File: config.mk
export PLATFORM = sky130hd
export DESIGN_NAME = mac_tx_arbiter
export DESIGN_NICKNAME = d
export VERILOG_FILES = /design/src/rtl/mac_tx_arbiter.sv
export SDC_FILE = /design/constraint.sdc
export NUM_CORES = 1
export LEC_CHECK = 0
export ABC_AREA = 1
export ABC_CLOCK_PERIOD_IN_PS = 2230
export BUFFER_PORTS_ARGS = -buffer_cell sky130_fd_sc_hd__buf_4
export CAP_MARGIN = 20
export CORE_MARGIN = 8
export CORE_UTILIZATION = 40
export CTS_CLUSTER_SIZE = 30
export DETAILED_ROUTE_END_ITERATION = 8
export GPL_TIMING_DRIVEN = 0
export PLACE_DENSITY_LB_ADDON = 0.12
export SYNTH_ARGS = -nofsm -noshare
export SYNTH_HDL_FRONTEND = slang
export SYNTH_SLANG_ARGS = --single-unit
File: constraint.sdc
create_clock -name clk -period 2.23 [get_ports clk]
set_input_delay 0 -clock clk [delete_from_list [all_inputs] [get_ports clk]]
set_output_delay 0 -clock clk [all_outputs]
set_load 0.005 [all_outputs]
File: src/rtl/mac_tx_arbiter.sv
// -----------------------------------------------------------------------------
// mac_tx_arbiter
//
// Purpose:
//   Shares one mac_encode TX path between N frame sources. A single source is
//   granted per frame using round-robin arbitration. At grant time the source's
//   destination MAC and ethertype are latched and held for the whole frame.
//   The payload is then streamed through a one-cycle register toward the
//   encoder. The encoder's send_next strobe is returned to the granted source
//   only. An idle gap of IFG_CYCLES clocks is forced between frames, and a
//   frame that reaches MAX_BYTES payload bytes is cut with a one-cycle abort
//   pulse.
//
// Handshake:
//   A source raises src_req[i] and holds it until src_grant[i] rises. While it
//   is granted, a byte presented on src_dout slice i with src_ovalid[i]=1 is
//   consumed on every clock edge where src_next[i] is high. src_next[i] is
//   enc_send_next gated by the grant, and the byte appears on enc_payload one
//   clock later. Dropping src_ovalid[i] while granted ends the frame on the
//   next edge.
//
// Ports:
//   clk            TX clock (mac_encode domain)
//   rst            asynchronous, active-low reset
//   src_req        [N]     frame pending per source
//   src_dest       [48*N]  destination MAC per source, sampled at grant
//   src_ethertype  [16*N]  ethertype per source, sampled at grant
//   src_dout       [8*N]   payload byte per source
//   src_ovalid     [N]     payload byte valid per source (low = end of payload)
//   src_next       [N]     byte-accept strobe back to the granted source
//   src_grant      [N]     one-hot grant, high for the whole frame
//   enc_en         mac_encode en (equal to |src_grant)
//   enc_dest       mac_encode mac_dest
//   enc_ethertype  mac_encode ethertype
//   enc_payload    mac_encode mac_payload
//   enc_send_next  mac_encode send_next
//   abort          one-cycle pulse when a frame is cut at MAX_BYTES
//   dbg_state      current FSM state (0 idle, 1 stream, 2 abort, 3 gap)
// -----------------------------------------------------------------------------
module mac_tx_arbiter #(
    parameter int N          = 2,
    parameter int IFG_CYCLES = 12,
    parameter int MAX_BYTES  = 1500
) (
    input  logic              clk,
    input  logic              rst,
    input  logic [N-1:0]      src_req,
    input  logic [48*N-1:0]   src_dest,
    input  logic [16*N-1:0]   src_ethertype,
    input  logic [8*N-1:0]    src_dout,
    input  logic [N-1:0]      src_ovalid,
    output logic [N-1:0]      src_next,
    output logic [N-1:0]      src_grant,
    output logic              enc_en,
    output logic [47:0]       enc_dest,
    output logic [15:0]       enc_ethertype,
    output logic [7:0]        enc_payload,
    input  logic              enc_send_next,
    output logic              abort,
    output logic [1:0]        dbg_state
);

    localparam int PW = (N > 1) ? $clog2(N) : 1;

    // Last accepted byte index before a frame is cut.
    localparam logic [15:0] CNT_LAST = 16'(MAX_BYTES - 1);
    // Gap counter value on which GAP hands back to IDLE. A gap of 0 or 1
    // cycles both collapse to a single GAP cycle.
    localparam logic [15:0] GAP_LAST = (IFG_CYCLES <= 1) ? 16'd0 : 16'(IFG_CYCLES - 1);

    typedef enum logic [1:0] {
        S_IDLE   = 2'd0,
        S_STREAM = 2'd1,
        S_ABORT  = 2'd2,
        S_GAP    = 2'd3
    } state_t;

    state_t          state_q, state_d;
    logic [PW-1:0]   rr_ptr_q, rr_ptr_d;
    logic [PW-1:0]   gidx_q, gidx_d;
    logic [N-1:0]    grant_q, grant_d;
    logic [47:0]     dest_q, dest_d;
    logic [15:0]     ety_q, ety_d;
    logic [7:0]      payload_q, payload_d;
    logic [15:0]     byte_cnt_q, byte_cnt_d;
    logic [15:0]     gap_cnt_q, gap_cnt_d;
    logic            abort_q, abort_d;

    // -------------------------------------------------------------------------
    // Round-robin pick: the first requester at or after rr_ptr, wrapping.
    // -------------------------------------------------------------------------
    logic            req_any;
    logic [PW-1:0]   req_sel;
    logic [PW-1:0]   cand;

    always_comb begin
        req_any = 1'b0;
        req_sel = '0;
        cand    = '0;
        for (int i = 0; i < N; i++) begin
            cand = PW'((int'(rr_ptr_q) + i) % N);
            if (!req_any && src_req[cand]) begin
                req_any = 1'b1;
                req_sel = cand;
            end
        end
    end

    // Signals of the currently granted source.
    logic            cur_ovalid;
    logic [7:0]      cur_dout;
    logic [PW-1:0]   next_ptr;

    always_comb begin
        cur_ovalid = src_ovalid[gidx_q];
        cur_dout   = src_dout[8*int'(gidx_q) +: 8];
        // The source just served moves to the lowest priority.
        next_ptr   = PW'((int'(gidx_q) + 1) % N);
    end

    // -------------------------------------------------------------------------
    // Next-state and datapath logic
    // -------------------------------------------------------------------------
    always_comb begin
        state_d    = state_q;
        rr_ptr_d   = rr_ptr_q;
        gidx_d     = gidx_q;
        grant_d    = grant_q;
        dest_d     = dest_q;
        ety_d      = ety_q;
        payload_d  = payload_q;
        byte_cnt_d = byte_cnt_q;
        gap_cnt_d  = gap_cnt_q;
        abort_d    = 1'b0;

        case (state_q)
            S_IDLE: begin
                if (req_any) begin
                    grant_d    = N'(1) << req_sel;
                    gidx_d     = req_sel;
                    dest_d     = src_dest[48*int'(req_sel) +: 48];
                    ety_d      = src_ethertype[16*int'(req_sel) +: 16];
                    byte_cnt_d = '0;
                    state_d    = S_STREAM;
                end
            end

            S_STREAM: begin
                if (!cur_ovalid) begin
                    // End of payload: close the frame and start the gap.
                    grant_d   = '0;
                    payload_d = '0;
                    rr_ptr_d  = next_ptr;
                    gap_cnt_d = '0;
                    state_d   = S_GAP;
                end else if (enc_send_next) begin
                    payload_d  = cur_dout;
                    byte_cnt_d = (byte_cnt_q == 16'hFFFF) ? byte_cnt_q : byte_cnt_q + 16'd1;
                    // Limit byte accepted: take it, then cut the frame next cycle.
                    if (byte_cnt_q == CNT_LAST) begin
                        state_d = S_ABORT;
                    end
                end
            end

            S_ABORT: begin
                // src_next is already blocked here, so no extra byte is taken.
                grant_d   = '0;
                payload_d = '0;
                rr_ptr_d  = next_ptr;
                gap_cnt_d = '0;
                abort_d   = 1'b1;
                state_d   = S_GAP;
            end

            S_GAP: begin
                gap_cnt_d = (gap_cnt_q == 16'hFFFF) ? gap_cnt_q : gap_cnt_q + 16'd1;
                if (gap_cnt_q >= GAP_LAST) begin
                    state_d = S_IDLE;
                end
            end

            default: begin
                state_d = S_IDLE;
            end
        endcase
    end

    // -------------------------------------------------------------------------
    // State registers
    // -------------------------------------------------------------------------
    always_ff @(posedge clk or negedge rst) begin
        if (!rst) begin
            state_q    <= S_IDLE;
            rr_ptr_q   <= '0;
            gidx_q     <= '0;
            grant_q    <= '0;
            dest_q     <= '0;
            ety_q      <= '0;
            payload_q  <= '0;
            byte_cnt_q <= '0;
            gap_cnt_q  <= '0;
            abort_q    <= 1'b0;
        end else begin
            state_q    <= state_d;
            rr_ptr_q   <= rr_ptr_d;
            gidx_q     <= gidx_d;
            grant_q    <= grant_d;
            dest_q     <= dest_d;
            ety_q      <= ety_d;
            payload_q  <= payload_d;
            byte_cnt_q <= byte_cnt_d;
            gap_cnt_q  <= gap_cnt_d;
            abort_q    <= abort_d;
        end
    end

    // -------------------------------------------------------------------------
    // Outputs
    // -------------------------------------------------------------------------
    // The grant is one-hot, so gating it with send_next routes the strobe to
    // the granted source only. Outside STREAM the strobe is dropped.
    assign src_next      = (state_q == S_STREAM && enc_send_next) ? grant_q : '0;
    assign src_grant     = grant_q;
    assign enc_en        = |grant_q;
    assign enc_dest      = dest_q;
    assign enc_ethertype = ety_q;
    assign enc_payload   = payload_q;
    assign abort         = abort_q;
    assign dbg_state     = state_q;

endmodule

* Yosys cells after proc, flatten, opt, wreduce, memory -nomap -nowiden
Index checks and enable logic that the tools add are counted.
Widths: inputs -> output; s select.
** Operators by class
- $mul :: 1
- Add/subtract/negate cells :: 4
- Multiplexer cells :: 34
- Equality and inequality tests :: 15
- Reductions and logical operators :: 16
- Shift operators :: 4
- Magnitude comparators :: 4
** Operators with widths (count)
- $mux 16 :: 6
- $shiftx 96x8->48 :: 1
- $pmux 16 s3 :: 1
- $add 16x1->16 const B :: 2
- $eq 16x16->1 const B :: 2
- $pmux 16 s2 :: 1
- $shiftx 32x6->16 :: 1
- $eq 16x11->1 const B :: 1
- $ge 16x4->1 const B :: 1
- $mux 2 :: 8
- $mux 8 :: 2
- $pmux 8 s2 :: 1
- $shiftx 16x5->8 :: 1
- $ne 2x2->1 const B :: 7
- $mux 1 :: 12
- $pmux 2 s4 :: 1
- $lt 1x2->1 const B :: 3
- $ne 3x3->1 const B :: 2
- $pmux 2 s3 :: 1
- $reduce_and 2->1 :: 3
- $reduce_and 3->1 :: 2
- $reduce_bool 3->1 :: 2
- $reduce_and 5->1 :: 1
- $eq 2x2->1 const B :: 2
- other kinds (11) :: 14
** Word-level totals
- Bits of input ports :: 151
- Output and inout port bits :: 80
- Bits in registers :: 111
- Logic and storage cells :: 88

* Depth between registers and ports, before layout
Gate-level depths: netlist of run 1.
- Depth in word-level cells :: 9
- Mapped depth :: 11
- Depth with buffers taken out :: 10

* Worst setup path after synthesis of run 1
Ideal clock, no wire load.
- Kind :: register -> register
- Start :: reg state_q[1], in the netlist dbg_state[1]
- End :: reg byte_cnt_q[14]
- Data arrival time :: 1.478 ns
- Path slack :: 0.624 ns
- Setup time :: 0.128 ns
- Cell stages (with the launch flop) :: 11
- Buffers on the path :: 2
- Period minus slack after synthesis :: 1.606 ns
- Data required time :: 2.102 ns
- Cell sequence :: dfrtp_1 > inv_1 > ha_1 > buf_4 > inv_1 > nand2_1 > nand2_1 > nand3_4 > buf_8 > nand2_1 > o21ai_0
** Between the ends
- Cells in the longest elaborated chain, start to end :: 3
- Elaborated cells on any way between the ends :: 9
- Classes of those cells :: eq/ne: 5; mux: 1; reduce/logical: 3
** RTL lines
- from (decl) :: RTL line 78 : state_t state_q, state_d;
- from (signal assigned) :: RTL line 205 : state_q <= state_d;
- $eq 2x1->1 or $logic_not 2->1 (tied branches) :: RTL line 136 : case (state_q)
- $ne 2x2->1 (no source line) or $reduce_bool 2->1 (tied branches)
- $reduce_and 5->1 (no source line)
- to (signal assigned) :: RTL line 212 : byte_cnt_q <= byte_cnt_d;
- to (decl) :: RTL line 85 : logic [15:0] byte_cnt_q, byte_cnt_d;
Several ways; a longest one is shown, not always the timed one.
A chain may end at the register's enable or synchronous reset.

* Worst setup path in the final report of run 1
- Start :: reg state_q[0], in the netlist dbg_state[0]
- End :: reg dest_q[47], in the netlist enc_dest[47]
** Between the ends
- Cells in the longest elaborated chain, start to end :: 2
** RTL lines
- $logic_not 2->1 :: RTL line 136
- $reduce_and 2->1 (no source line)
- to (signal assigned) :: RTL line 209 : dest_q <= dest_d;
- to (decl) :: RTL line 82 : logic [47:0] dest_q, dest_d;
No other way between the ends.

==> results of run 1 <==
## logic make-up (layout without fill, tap and decap cells)
kind of cell               after synthesis  count (layout)
AOI/OAI and AO/OA                      188             188
DFF                                    111             111
and+or+nand+nor                        322             322
adders and majority gates                7               7
xor gates and xnor gates                11              11
buffers and inverters                  148             529
other                                    0               5
## power by group
group,internal (mW),switching (mW)
logic,2.20,2.62
registers,2.74,0.455
clock network,0.904,0.770
total,5.85,3.84
## per-layer routing
| layer | GRT usage | wire [um] | vias up |
|---|---|---|---|
| met3 | 0.0609 | 1500 | 81 |
| met2 | 0.391 | 11300 | 302 |
| met4 | 0.138 | 1080 | 0 |
| li1 | - | - | 3349 |
| met1 | 0.272 | 9280 | 3241 |
| met5 | 0 | 0 | - |
## per-stage QoR
step                area, um^2  worst slack, ns
detailed placement        8100            0.164
CTS                       9750            0.158
global route              9760           0.0235
floorplan                 6110            0.624
finish                    9760            0.147
global placement          8070            0.181
## worst register-to-register path, stage by stage, from the launching register on
cell	delay, ns
dfrtp_1	0.49
inv_1	0.14
ha_1	0.25
o21ai_0	0.12
buf_2	0.28
clkbuf_1	0.46
a22oi_1	0.20
## cells in the mapped netlist (all sizes together)
master	instances	share of area
ha	7	0.014
a22oi	64	0.079
buf	24	0.023
o211ai	8	0.0098
nand4	15	0.015
or2	9	0.0092
a21oi	67	0.055
o22ai	1	0.0020
nand3	42	0.037
nand2	197	0.12
o21bai	3	0.0037
clkbuf	14	0.0086
a31oi	1	0.0010
nor2	54	0.036
inv	109	0.067
dfrtp	111	0.45
clkinv	1	0.00082
nor3	3	0.0025
nand3b	2	0.0025
xor2	11	0.016
o21ai	44	0.039
## sequential cells by signal, summed over array words and instances, names as in the netlist
name,flops
enc_dest,48
byte_cnt_q,16
enc_ethertype,16
gap_cnt_q,16
enc_payload,8
dbg_state,2
src_grant,2
abort,1
gidx_q,1
rr_ptr_q,1
## worst max-delay path by stage
stage,start,end,slack (ns),depth (start not counted)
floorplan,dbg_state[1],byte_cnt_q[14],0.62,10
global placement,dbg_state[0],enc_dest[46],0.18,6
detailed placement,dbg_state[0],enc_dest[39],0.16,6
CTS,dbg_state[0],enc_dest[39],0.16,6
global route,dbg_state[0],enc_dest[33],0.02,6
finish,dbg_state[0],enc_dest[47],0.15,6
## layout make-up
class	instances	area share
Buffer	38	0.0199
Clock inverter	4	0.00564
Inverter	110	0.0424
Multi-Input combinational cell	528	0.279
Timing Repair Buffer	366	0.319
Tap cell	188	0.0241
Antenna cell	5	0.00128
Clock buffer	11	0.0249
Sequential cell	111	0.285
==> flow_metrics.env, run 1 <==
export IMPL_drt_iter0_drc=481
export IMPL_final_setup_tns_ns=0
export IMPL_worst_r2r_setup_slack_ns=0.15
export IMPL_cts_hold_fix_buffers=135
export IMPL_synthesis_yosys_warnings=0
export IMPL_cts_reportedPaths_clkPinSlew_ns=0.08
export IMPL_layout_area_overhead_vs_synth_pct=59.9
export IMPL_first_pass_iters=5
export IMPL_ir_worst_vdd_mv=0.562
export IMPL_resized_gates_after_cts=0
export IMPL_worst_slew_pin_slew_ns=0.623
export IMPL_fp_dieArea_um2=19500
export IMPL_muxShareOfSynthArea=0
export IMPL_place_hpwl_um=15500
export IMPL_cts_buffers=9
export IMPL_timing_final_crit_period_ns=2.08
export IMPL_placed_cells=1206
export IMPL_post_synthesis_xor_xnor_area_fraction=0.0158
export IMPL_pin_count_of_the_biggest_net_entering_global_routing=85
export IMPL_vias_per_cell=5.12
export IMPL_top_level_ports=231
export IMPL_std_cell_rows=45
export IMPL_final_hold_violation_count=0
export IMPL_min_period_over_period=0.934
export IMPL_final_fill_count=1254
export IMPL_synthesis_instances=787
export IMPL_worst_ep_required_time_ns=2.45
export IMPL_critical_path_peak_fanout=10
export IMPL_grt_overflow_total=0
export IMPL_syn_avg_cell_area_um2=7.76
export IMPL_die_height_um=140
export IMPL_seq_area_frac_synth=0.455
export IMPL_cp_end_kind="register"
export IMPL_achievable_frequency_mhz=480
export IMPL_maxSlewViolCount=0
export IMPL_drt_drc_violations_left=0
export IMPL_buffers_plus_inverters_on_the_worst_setup_path=3
export IMPL_max_slew_margin_rel=0.585
export IMPL_leakagePower_nw=4.81
export IMPL_worst_hold_path_type="input port to register"
export IMPL_clk_latency_ns=0.36
export IMPL_seqCellArea_um2=2780
export IMPL_route_antenna_remaining_nets=0
export IMPL_biggest_cell_delay_along_the_critical_path_ns=0.49
export IMPL_routabilityCongestion=0.886
export IMPL_wirelength_um=23100
export IMPL_post_drt_wl_per_cell_um=17.0
export IMPL_critPathSlowestCell="dfrtp_1"
export IMPL_cts_sinks=111
export IMPL_start_to_end_type_of_the_worst_setup_path="register to register"
export IMPL_htreeDepth=3
export IMPL_timing_critical_path_arrival_ns=2.30
export IMPL_buffer_ports_inserted=230
export IMPL_regToRegEndpoint="enc_dest[47]"
export IMPL_whs_ns=0.00580
export IMPL_reported_max_cap_violation_count=0
export IMPL_cts_repair_timing_setup_buffer_count=0
export IMPL_nNetsFinal=1322
export IMPL_synthDistinctLibCells=32
export IMPL_hold_path_startpoint="src_dout[0]"
export IMPL_critical_path_cell_chain="inv_1, ha_1, o21ai_0, buf_2, clkbuf_1, a22oi_1"
export IMPL_initial_core_util=0.406
export IMPL_initial_antenna_violation_count=4
export IMPL_routed_via_count=6973
export IMPL_result_of_the_run="finished, final reports clean"
export IMPL_unrepaired_setup_endpoints_after_global_routing="false"
export IMPL_multiInputGateArea_um2=2720
export IMPL_mappedNetlistNets=945
export IMPL_crit_reg2reg_launch="dbg_state[0]"
export IMPL_cts_tree="yes"
export IMPL_min_delay_path_depth=3
export IMPL_chipWidth_um=140
export IMPL_syn_area_um2=6110
export IMPL_finalSetupViolations=0
export IMPL_number_of_flip_flops_and_latches_in_the_synthesized_netlist=111
export IMPL_core_region_area_um2=15000
export IMPL_vias_in_the_first_global_route=7092
export IMPL_commonest_non_fill_non_tap_cell_in_the_layout="buf_4"
export IMPL_grt_pass1_wl_um=37200
export IMPL_main_combinational_cell_family_by_area_after_synthesis="simple AND/OR/NAND/NOR gates"
export IMPL_layout_common_cells="230 x buf_4, 193 x nand2_1, 135 x dlygate4sd3_1, 111 x dfrtp_1, 108 x inv_1"
export IMPL_synthSimpleGateAreaFrac=0.226
export IMPL_powerDensity_nw_per_um2=993
export IMPL_hold_path_end="enc_payload[0]"
export IMPL_crit_path_start_kind="register"
export IMPL_clk_path_buf_depth=2
export IMPL_final_cells=1361
export IMPL_synth_adder_area_share=0.0143
export IMPL_final_util=0.649
export IMPL_cts_root_buffer="clkbuf_16"
export IMPL_cp_top_family="buffers and inverters"
export IMPL_finalClockSkew_ns=0.0149
export IMPL_grt_total_usage=0.236
export IMPL_layout_drive_gt1_share=0.253
export IMPL_synth_compound_area_share=0.189
export IMPL_worst_r2r_path_depth=6
export IMPL_power_total_mw=9.69
Note: power is estimated with default switching activity, not from simulation.
==> run 2, diff against run 1 <==
- ABC_CLOCK_PERIOD_IN_PS: 2230 -> 1900
- HOLD_SLACK_MARGIN: not set -> 0.1
- clock period: 2.23 -> 1.9 ns (I/O delays scaled with it)
==> run 2 against run 1 <==
Critical path type unchanged. Critical endpoint unchanged. Cell area increased by 1.9%. Register-to-register slack lost 0.06 ns. Sequential share of layout area shrank 0.50 points. Worst setup slack worse by 0.065 ns. Clock power up 19%. Utilization rose by 1.3 points.
==> flow_metrics.env, run 2 (synthesized netlist as in run 1, its figures left out) <==
export IMPL_timing_critical_path_arrival_ns=2.09
export IMPL_crit_path_start_kind="register"
export IMPL_std_cell_rows=45
export IMPL_layout_drive_gt1_share=0.268
export IMPL_cp_top_family="buffers and inverters"
export IMPL_seqCellArea_um2=2780
export IMPL_timing_final_crit_period_ns=1.82
export IMPL_cts_root_buffer="clkbuf_16"
export IMPL_biggest_cell_delay_along_the_critical_path_ns=0.44
export IMPL_unrepaired_setup_endpoints_after_global_routing="true"
export IMPL_start_to_end_type_of_the_worst_setup_path="register to register"
export IMPL_buffer_ports_inserted=230
export IMPL_clk_path_buf_depth=2
export IMPL_drt_drc_violations_left=0
export IMPL_cts_buffers=9
export IMPL_leakagePower_nw=4.89
export IMPL_netSwitchingPower_mw=4.60
export IMPL_power_total_mw=11.6
export IMPL_vias_per_cell=5.12
export IMPL_buffers_plus_inverters_on_the_worst_setup_path=3
export IMPL_cts_reportedPaths_clkPinSlew_ns=0.08
export IMPL_power_combinational_fraction=0.505
export IMPL_largest_register_ffs=48
export IMPL_clkPwrFrac=0.171
export IMPL_layout_area_overhead_vs_synth_pct=63.0
export IMPL_post_drt_wl_per_cell_um=17.2
export IMPL_finalClockSkew_ns=0.0160
export IMPL_power_share_sequential=0.324
export IMPL_critPathSlowestCell="dfrtp_2"
export IMPL_chipWidth_um=140
export IMPL_routed_via_count=7046
export IMPL_place_hpwl_um=15500
export IMPL_initial_antenna_violation_count=3
export IMPL_intPower_mw=6.98
export IMPL_max_slew_margin_rel=0.631
export IMPL_ir_worst_vdd_mv=0.619
export IMPL_die_height_um=140
export IMPL_wirelength_um=23700
export IMPL_vias_in_the_first_global_route=7117
export IMPL_reported_max_cap_violation_count=0
export IMPL_initial_core_util=0.406
export IMPL_result_of_the_run="finished, final reports clean"
export IMPL_multiInputGateArea_um2=2750
export IMPL_grt_pass1_wl_um=37300
export IMPL_maxSlewViolCount=0
export IMPL_grt_total_usage=0.237
export IMPL_min_period_over_period=0.957
export IMPL_final_fill_count=1221
export IMPL_finalSetupViolations=0
export IMPL_core_region_area_um2=15000
export IMPL_top_level_ports=231
export IMPL_final_hold_violation_count=0
export IMPL_worst_slew_pin_slew_ns=0.554
export IMPL_clk_latency_ns=0.36
export IMPL_fp_dieArea_um2=19500
export IMPL_pin_count_of_the_biggest_net_entering_global_routing=85
export IMPL_worst_ep_required_time_ns=2.17
export IMPL_cts_sinks=111
export IMPL_whs_ns=0.107
export IMPL_routabilityCongestion=0.886
export IMPL_worst_hold_path_type="input port to register"
export IMPL_power_switching_fraction=0.397
export IMPL_drt_iter0_drc=510
export IMPL_first_pass_iters=5
export IMPL_achievable_frequency_mhz=550
export IMPL_htreeDepth=3
export IMPL_grt_overflow_total=0
export IMPL_commonest_non_fill_non_tap_cell_in_the_layout="buf_4"
export IMPL_cts_tree="yes"
export IMPL_route_antenna_remaining_nets=0
export IMPL_powerDensity_nw_per_um2=1160
export IMPL_layout_common_cells="235 x buf_4, 192 x nand2_1, 144 x dlygate4sd3_1, 108 x dfrtp_1, 107 x inv_1"
export IMPL_nNetsFinal=1337
export IMPL_cp_end_kind="register"
export IMPL_critical_path_peak_fanout=10
export IMPL_critical_path_cell_chain="inv_1, ha_1, o21ai_0, buf_4, buf_2, a21oi_1, a22oi_1"
## run 2: cell types whose count changed in the layout (fill, tap and decap cells not counted), sizes merged
| cell | delta |
|---|---|
| buf | +5 |
| diode | -1 |
| dlygate4sd3 | +9 |
| nand3 | +1 |
## run 2: layout make-up
cell class                 count  area share
inverter                     110      0.0416
antenna                        4     0.00101
multi-input combinational    529       0.277
tap                          188      0.0236
timing repair buffer         380       0.327
buffer                        38      0.0210
clock inverter                 4     0.00553
sequential                   111       0.280
clock buffer                  11      0.0244
## run 2: tightest hold or removal path, delay by kind of cell
family	cells	cell delay, ns
AOI/OAI and AO/OA	2	0.25
and+or+nand+nor	1	0.09
buffers and inverters	1	0.08
## run 2: stage by stage
| step | std cells | TNS, ns | area [um^2] | setup WS [ns] | util |
|---|---|---|---|---|---|
| 6_report | 1375 | 0 | 9950 | 0.0826 | 0.662 |
| 3_3_place_gp | 1205 | -5.51 | 8070 | -0.149 | 0.537 |
| 2_1_floorplan | 787 | 0 | 6110 | 0.294 | - |
| 4_1_cts | 1366 | 0 | 9870 | 0.00372 | 0.657 |
| 3_5_place_dp | 1206 | -7.01 | 8100 | -0.166 | 0.539 |
| 5_1_grt | 1375 | -0.0371 | 9950 | -0.0212 | 0.662 |
## run 2: worst paths after layout
kind / to / slack, ns / from / cells after the start
hold / removal: enc_payload[0] / 0.11 / src_dout[8] / 4
min in group asynchronous: byte_cnt_q[10] / 0.15 / rst / 3
setup / recovery: enc_dest[47] / 0.08 / dbg_state[0] / 7
hold reg to reg: enc_payload[4] / 0.50 / enc_payload[4] / 2
setup reg to reg: enc_dest[47] / 0.08 / dbg_state[0] / 7
max in group asynchronous: enc_payload[3] / 1.31 / rst / 3
## run 2: repair_timing
action,4_1_cts,5_1_grt
gates cloned,0,1
pin swaps,0,2
buffers inserted,0,4
gates resized for setup,9,10
setup endpoints to repair,77,80
hold endpoints to repair,183,0
hold buffers,145,0
## run 2: power by group through the flow
stage          Combinational [mW]  Clock, mW  Sequential [mW]
5_1_grt                      6.43       2.09             3.85
6_report                     5.85       1.98             3.75
4_1_cts                      5.66       2.00             3.74
3_5_place_dp                 5.35          0             3.77
2_1_floorplan                2.76          0             3.77
3_3_place_gp                 5.32          0             3.74
## run 2: per-layer routing
layer | vias up | GRT usage | part of all wire
li1 | 3383 | - | -
met1 | 3302 | 0.275 | 0.40
met2 | 287 | 0.392 | 0.49
met4 | 0 | 0.138 | 0.044
met3 | 74 | 0.0605 | 0.062
met5 | - | 0 | 0
==> run 3, diff against run 2 <==
- CELL_PAD_IN_SITES_DETAIL_PLACEMENT: not set -> 0
- CELL_PAD_IN_SITES_GLOBAL_PLACEMENT: not set -> 1
- CORE_UTILIZATION: 40 -> 32
- MAX_ROUTING_LAYER: not set -> met4
==> run 3 against run 2 <==
Fmax grew 0.25%. Highest routed layer unchanged. Utilization shrank 13 points. Non-clock buffer count shrank 3. First-iteration DRC count shrank 22%.
==> flow_metrics.env, run 3 (synthesized netlist as in run 1, its figures left out) <==
export IMPL_whs_ns=0.105
export IMPL_die_height_um=154
export IMPL_critPathSlowestCell="dfrtp_2"
export IMPL_powerDensity_nw_per_um2=1170
export IMPL_critical_path_peak_fanout=10
export IMPL_leakagePower_nw=4.88
export IMPL_cp_top_family="buffers and inverters"
export IMPL_buffer_ports_inserted=230
export IMPL_layout_common_cells="236 x buf_4, 193 x nand2_1, 143 x dlygate4sd3_1, 109 x dfrtp_1, 107 x inv_1"
export IMPL_initial_core_util=0.326
export IMPL_first_pass_iters=5
export IMPL_core_region_area_um2=18700
export IMPL_achievable_frequency_mhz=552
export IMPL_final_setup_tns_ns=0
export IMPL_fp_dieArea_um2=23800
export IMPL_grt_total_usage=0.199
export IMPL_final_hold_violation_count=0
export IMPL_cts_buffers=9
export IMPL_buffers_plus_inverters_on_the_worst_setup_path=4
export IMPL_grt_overflow_total=0
export IMPL_routabilityCongestion=0.800
export IMPL_drt_iter0_drc=400
export IMPL_chipWidth_um=154
export IMPL_critical_path_cell_chain="inv_1, ha_1, buf_6, nand2_1, inv_1, nand2_1, nand2_1, nand3_4, buf_8, nand2_1, o21ai_0"
export IMPL_clk_path_buf_depth=2
export IMPL_largest_register_ffs=48
export IMPL_timing_final_crit_period_ns=1.81
export IMPL_placed_cells=1252
export IMPL_htreeDepth=3
export IMPL_pin_count_of_the_biggest_net_entering_global_routing=66
export IMPL_layout_area_overhead_vs_synth_pct=63.8
export IMPL_vias_in_the_first_global_route=6961
export IMPL_worst_slew_pin_slew_ns=0.538
export IMPL_start_to_end_type_of_the_worst_setup_path="register to register"
export IMPL_maxSlewViolCount=0
export IMPL_nNetsFinal=1333
export IMPL_result_of_the_run="finished, final reports clean"
export IMPL_max_slew_margin_rel=0.642
export IMPL_cts_root_buffer="clkbuf_16"
export IMPL_wirelength_um=23400
export IMPL_clk_latency_ns=0.35
export IMPL_layout_drive_gt1_share=0.266
export IMPL_cpMostUsedCell="nand2_1"
export IMPL_initial_antenna_violation_count=2
export IMPL_vias_per_cell=4.76
export IMPL_cp_end_kind="register"
export IMPL_timing_critical_path_arrival_ns=2.05
export IMPL_drt_drc_violations_left=0
export IMPL_worst_ep_required_time_ns=2.14
export IMPL_finalClockSkew_ns=0.00790
export IMPL_unrepaired_setup_endpoints_after_global_routing="true"
export IMPL_commonest_non_fill_non_tap_cell_in_the_layout="buf_4"
export IMPL_biggest_cell_delay_along_the_critical_path_ns=0.45
export IMPL_cts_reportedPaths_clkPinSlew_ns=0.08
export IMPL_std_cell_rows=50
export IMPL_min_period_over_period=0.954
export IMPL_post_drt_wl_per_cell_um=16.5
export IMPL_cts_tree="yes"
export IMPL_grt_pass1_wl_um=37100
export IMPL_reported_max_cap_violation_count=0
export IMPL_place_hpwl_um=16500
export IMPL_crit_path_start_kind="register"
export IMPL_finalSetupViolations=0
export IMPL_worst_hold_path_type="input port to register"
export IMPL_final_cells=1416
export IMPL_top_level_ports=231
export IMPL_route_antenna_remaining_nets=0
export IMPL_routed_via_count=6746
export IMPL_ir_worst_vdd_mv=0.597
export IMPL_cts_sinks=111
## run 3: changes by cell type in the layout (fill, tap and decap cells not counted), sizes merged
cell           change
clkbuf             -6
diode              -2
bufinv             +1
dlygate4sd3        -1
buf                +2
clkinvlp           +1
nand3              -1
clkdlybuf4s15      +1
## run 3: per-stage QoR
stage,cell area (um^2),setup slack (ns),power [mW],util
6_report,10000,0.0871,11.7,0.535
2_1_floorplan,6110,0.294,6.53,-
3_5_place_dp,8160,-0.172,9.21,0.436
5_1_grt,10000,-0.0304,12.7,0.535
4_1_cts,9940,0.0291,11.7,0.531
3_3_place_gp,8130,-0.206,9.19,0.434
## run 3: area by class of cell
class / instances / area [um^2]
fillers: 1763 / 8700
repair buffers: 377 / 3220
flip-flops and latches: 111 / 2780
multi-input cells: 528 / 2760
inverters: 110 / 414
well taps: 234 / 293
clock buffers: 10 / 229
plain buffers: 38 / 216
clock inverters: 6 / 92.6
diodes: 2 / 5.00
## run 3: final timing paths
check	from	end	slack, ns	depth (start not counted)
hold reg to reg	enc_payload[2]	enc_payload[2]	0.50	2
hold / removal	src_dout[15]	enc_payload[7]	0.10	4
min in group asynchronous	rst	byte_cnt_q[13]	0.15	2
setup / recovery	dbg_state[1]	byte_cnt_q[8]	0.09	11
max in group asynchronous	rst	gap_cnt_q[12]	1.05	3
setup reg to reg	dbg_state[1]	byte_cnt_q[8]	0.09	11
## run 3: per-layer routing
layer  vias up  global-route usage  wire length (um)
li1       3367                   -                 -
met1      3107               0.247             10300
met2       229               0.310             11000
met3        43              0.0457              1330
met4         0              0.0737               679
met5         -                   -                 0
## run 3: repair_timing
item,CTS,global route
endpoints found under the setup margin,78,89
hold buffers,143,0
setup buffers,2,0
hold endpoints to repair,183,0
gates resized for setup,9,23
gates cloned,0,1
pin swaps,1,1
## run 3: power breakdown
group          switching [mW]  internal (mW)  total (mW)  leakage [nW]
registers               0.504           3.22        3.73          1.34
logic                    3.13           2.76        5.89          3.38
clock network           0.950           1.17        2.12         0.149
total                    4.58           7.15        11.7          4.88
## run 3: worst register-to-register path: cells and delay by family (launching register included)
family	cells	cell delay, ns
buf+inv	4	0.52
simple gates	5	0.48
flops	1	0.45
fa+ha+maj	1	0.17
compound gates	1	0.08
